[src/rtl/approx_mul_err_monitor.sv]
// Error monitor for an approximate multiplier: compares approx_prod against the
// exact a*b over a run of num_samples accepted samples and accumulates error stats.
module approx_mul_err_monitor #(
    parameter int W     = 8,
    parameter int CNT_W = 16
) (
    input  logic                 clk,
    input  logic                 rst_n,
    input  logic                 start,
    input  logic [CNT_W-1:0]     num_samples,
    input  logic                 in_valid,
    output logic                 in_ready,
    input  logic [W-1:0]         a,
    input  logic [W-1:0]         b,
    input  logic [2*W-1:0]       approx_prod,
    output logic                 busy,
    output logic                 done,
    output logic [2*W+CNT_W-1:0] sum_abs_err,
    output logic [2*W-1:0]       max_abs_err,
    output logic [CNT_W-1:0]     err_count,
    output logic [CNT_W-1:0]     over_count
);

    typedef enum logic [1:0] {IDLE, RUN, DONE} state_t;

    state_t           state;
    logic [CNT_W-1:0] n_lat;
    logic [CNT_W-1:0] cnt;
    logic [CNT_W-1:0] cnt_nxt;
    logic [2*W-1:0]   exact;
    logic [2*W-1:0]   abs_err;
    logic             over;
    logic             accept;

    assign exact   = {{W{1'b0}}, a} * {{W{1'b0}}, b};
    assign over    = approx_prod > exact;
    assign abs_err = over ? (approx_prod - exact) : (exact - approx_prod);
    assign accept  = in_valid && (state == RUN);
    assign cnt_nxt = cnt + 1'b1;

    assign busy     = (state == RUN);
    assign done     = (state == DONE);
    assign in_ready = (state == RUN);

    always_ff @(posedge clk or negedge rst_n) begin
        if (!rst_n) begin
            state       <= IDLE;
            n_lat       <= '0;
            cnt         <= '0;
            sum_abs_err <= '0;
            max_abs_err <= '0;
            err_count   <= '0;
            over_count  <= '0;
        end else begin
            case (state)
                IDLE, DONE: begin
                    if (start) begin
                        n_lat       <= num_samples;
                        cnt         <= '0;
                        sum_abs_err <= '0;
                        max_abs_err <= '0;
                        err_count   <= '0;
                        over_count  <= '0;
                        // An empty run has nothing to measure; report immediately.
                        state       <= (num_samples == '0) ? DONE : RUN;
                    end
                end
                RUN: begin
                    if (accept) begin
                        sum_abs_err <= sum_abs_err + {{CNT_W{1'b0}}, abs_err};
                        if (abs_err > max_abs_err)
                            max_abs_err <= abs_err;
                        if (abs_err != '0)
                            err_count <= err_count + 1'b1;
                        if (over)
                            over_count <= over_count + 1'b1;
                        cnt <= cnt_nxt;
                        if (cnt_nxt == n_lat)
                            state <= DONE;
                    end
                end
                default: state <= IDLE;
            endcase
        end
    end

endmodule

[config.mk]
export PLATFORM = sky130hd
export DESIGN_NAME = approx_mul_err_monitor
export DESIGN_NICKNAME = d
export VERILOG_FILES = /design/src/rtl/approx_mul_err_monitor.sv
export SDC_FILE = /design/constraint.sdc
export NUM_CORES = 1
export LEC_CHECK = 0
export CELL_PAD_IN_SITES_DETAIL_PLACEMENT = 0
export CELL_PAD_IN_SITES_GLOBAL_PLACEMENT = 2
export CORE_ASPECT_RATIO = 0.5
export CORE_MARGIN = 1.5
export CORE_UTILIZATION = 37
export DETAILED_ROUTE_END_ITERATION = 12
export PLACE_DENSITY = 0.95
export RECOVER_POWER = 100
export SYNTH_ARGS = -nofsm -noshare
export SYNTH_HDL_FRONTEND = slang
export SYNTH_SLANG_ARGS = --single-unit
[constraint.sdc]
create_clock -name clk -period 9.15 [get_ports clk]
set_clock_uncertainty 0.15 [all_clocks]
set_input_delay 1.3725 -clock clk [delete_from_list [all_inputs] [get_ports clk]]
set_output_delay 1.3725 -clock clk [all_outputs]
set_load 0.005 [all_outputs]
==> flow_summary_export.csv <==
group,metric,value,unit
floorplanning,fp.dieH,121,um
placed_design,portBuffers,134,
logic_synthesis,synth_edf_count,0,
timing,finalSetupViolations,0,
job,cap_violations,2,
cts,cts_buffers,17,
layout,nNetsFinal,1658,
min_path,whs_path_depth,1,
global_routing,grt_pass1_wl,45300,um
layout,multi_input_area,7140,um^2
global_routing,grt_overflow,0,
worst_setup_path,critPathMaxFanout,6,
cts,cts_max_level,4,
worst_setup_path,cp_slowest_cell,"or4_4",
global_routing,grt_max_degree,61,
logic_synthesis,synth_warnings,0,
power,share_comb_of_total_power,77.1,%
logic_synthesis,synthCells,1201,
timing,rsz0062_at_grt,"yes",
logic_synthesis,synth_seq_cells,114,
floorplanning,initial_core_util,38.2,%
timing,slew_viol_final,117,
min_path,hold_path_class,"register to register",
timing,period_needed,9.02,ns
worst_setup_path,crit_buf_inv,6,
layout,antennaDiodeCount,0,
power,p_sw,2.85,mW
worst_setup_path,crit_family,"adder cells",
logic_synthesis,seq_area_frac_synth,27.9,%
drt,drtPass1Iterations,4,
worst_setup_path,cpPeakStageDelay,0.56,ns
logic_synthesis,syn-num-nets,1395,
drt,wl,28100,um
drt,drc_errors,0,
timing,worst_pin_slew,3.25,ns
global_routing,grt_use_total,19.6,%
layout,nFillCells,2477,
power,swShare,43.8,%
global_routing,antenna_found_initial,0,
worst_setup_path,critPathCaptureType,"register",
worst_setup_path,crit_type,"primary input to register",
timing,fin_tns_setup,0,ns
power,p_clk_share,11.6,%
floorplanning,placementRows,42,
cts,cts_root_buffer,"clkbuf_16",
timing,relSlewSlack,-116,%
worst_setup_path,cp.depth,41,
power,p_leak,6.96,nW
cts,clk_latency,0.42,ns
layout,final_common_cell,"buf_4",
floorplanning,core_area,26800,um^2
logic_synthesis,synth_cell_types,62,
timing,fmax,0.111,GHz
power,p_int,3.66,mW
status,failed_checks,"capacitance limit, slew limit",
cts,clk_transition_reported_paths,0.06,ns
placed_design,place_congestion,0.872,
power,powerDensity,462,nW/um^2
cts,cts_tree,"built",
drt,vias_per_cell,5.09,
drt,wl_per_cell,15.3,um
global_routing,grt_pass1_vias,9446,
logic_synthesis,synth.avg_cell_area,8.52,um^2
timing,holdWs,0.344,ns
power,seqPwrFrac,11.3,%
layout,drive_gt1_share,20.0,%
logic_synthesis,synthArstFlopShare,100,%
logic_synthesis,synth_ff_type,"dfrtp_1",
drt,first_iter_violations,371,
floorplanning,fp.dieArea,28700,um^2
cts,clock_path_buffers,2,
drt,ant_nets,0,
cts,hold_buffers,0,
drt,vias,9301,
worst_setup_path,worst_setup_path_start_kind,"primary input",
worst_setup_path,required,9.28,ns
layout,syn2layout_area_growth,37.9,%
logic_synthesis,syn_area,10200,um^2
layout,final_cell_mix,"buf_4 (149), nand2_1 (123), inv_1 (114), dfrtp_1 (114), ha_1 (93)",
worst_setup_path,cp.arrival,9.15,ns
placed_design,hpwl,21600,um
cts,cts_sinks,114,
status,outcome,"complete, but fails checks",
timing,hold_viol,0,
timing,period_share,98.5,%
floorplanning,ios,135,
power,ir_worst_vdd,0.000297,V
floorplanning,die_w,238,um
layout,register_area,2850,um^2
worst_setup_path,r2r_cells,10,
==> stage by stage <==
stage / worst slack [ns] / power (mW) / util (%) / cells / instance area, um^2
floorplan: 0.0118 / 3.50 / - / 1201 / 10300
finish: 0.134 / 6.51 / 52.6 / 1829 / 14100
CTS: 0.00395 / 6.24 / 51.1 / 1819 / 13700
detailed placement: -0.923 / 5.42 / 48.4 / 1785 / 13000
global route: -0.186 / 7.11 / 52.6 / 1829 / 14100
global placement: -0.722 / 5.27 / 48.4 / 1785 / 13000
==> final timing paths <==
| check | slack [ns] | from | end |
|---|---|---|---|
| max | 0.13 | b[4] | sum_abs_err[28] |
| max reg2reg | 4.40 | state[0] | sum_abs_err[28] |
| max in group asynchronous | 2.72 | rst_n | cnt[13] |
| min in group asynchronous | 1.87 | rst_n | max_abs_err[2] |
| min | 0.34 | err_count[15] | err_count[15] |
| min reg2reg | 0.34 | err_count[15] | err_count[15] |
==> per-layer routing <==
layer / wire [um] / vias to the layer above / GRT usage, %
met4: 431 / 0 / 5.62
met2: 14500 / 148 / 36.1
met3: 839 / 31 / 2.53
li1: - / 4600 / -
met5: 0 / - / 0
met1: 12300 / 4522 / 23.9
==> power groups by stage <==
stage | clock (mW) | sequential (mW) | combinational, mW
after global routing | 0.789 | 0.750 | 5.57
after CTS | 0.767 | 0.737 | 4.73
after floorplan | 0 | 0.708 | 2.79
final | 0.755 | 0.734 | 5.02
after global placement | 0 | 0.740 | 4.53
after detailed placement | 0 | 0.744 | 4.67
==> state kept, by name, indices dropped and copies added, names as in the netlist <==
name,flops
cnt,16
err_count,16
max_abs_err,16
n_lat,16
over_count,16
state,2
sum_abs_err,32
==> logic make-up after synthesis <==
| family | share of synthesized area [%] |
|---|---|
| adder cells (fa/ha/maj) | 20.2 |
| flip-flops | 27.9 |
| AO/OA/AOI/OAI | 14.8 |
| XOR/XNOR | 7.71 |
| buffers and inverters | 6.68 |
| multiplexers | 2.95 |
| AND/OR/NAND/NOR | 19.8 |
==> final cells by class <==
type                            instances  share of cell area, %
Clock buffer                           20                   3.31
Clock inverter                         12                   1.44
Inverter                              127                   3.42
Multi-Input combinational cell        916                   50.6
Sequential cell                       114                   20.2
Tap cell                              352                   3.12
Timing Repair Buffer                  288                   17.9
==> Yosys cell counts, types with 29 or more instances <==
cell | instances | area, um^2
o21ai_0 | 83 | 415
inv_1 | 126 | 473
nor2_1 | 69 | 259
and2_1 | 60 | 375
nand2_1 | 131 | 492
fa_1 | 39 | 781
xor2_1 | 44 | 385
nand3_1 | 51 | 255
a21oi_1 | 50 | 250
clkbuf_1 | 31 | 116
dfrtp_1 | 114 | 2850
ha_1 | 103 | 1290
mux2i_1 | 29 | 290
xnor2_1 | 46 | 403
==> what timing repair did <==
action	4_1_cts	5_1_grt
pin swaps	13	82
setup endpoints to repair	39	39
buffers inserted	2	10
gates resized for setup	55	122
Power figures use the tool's default switching activity.
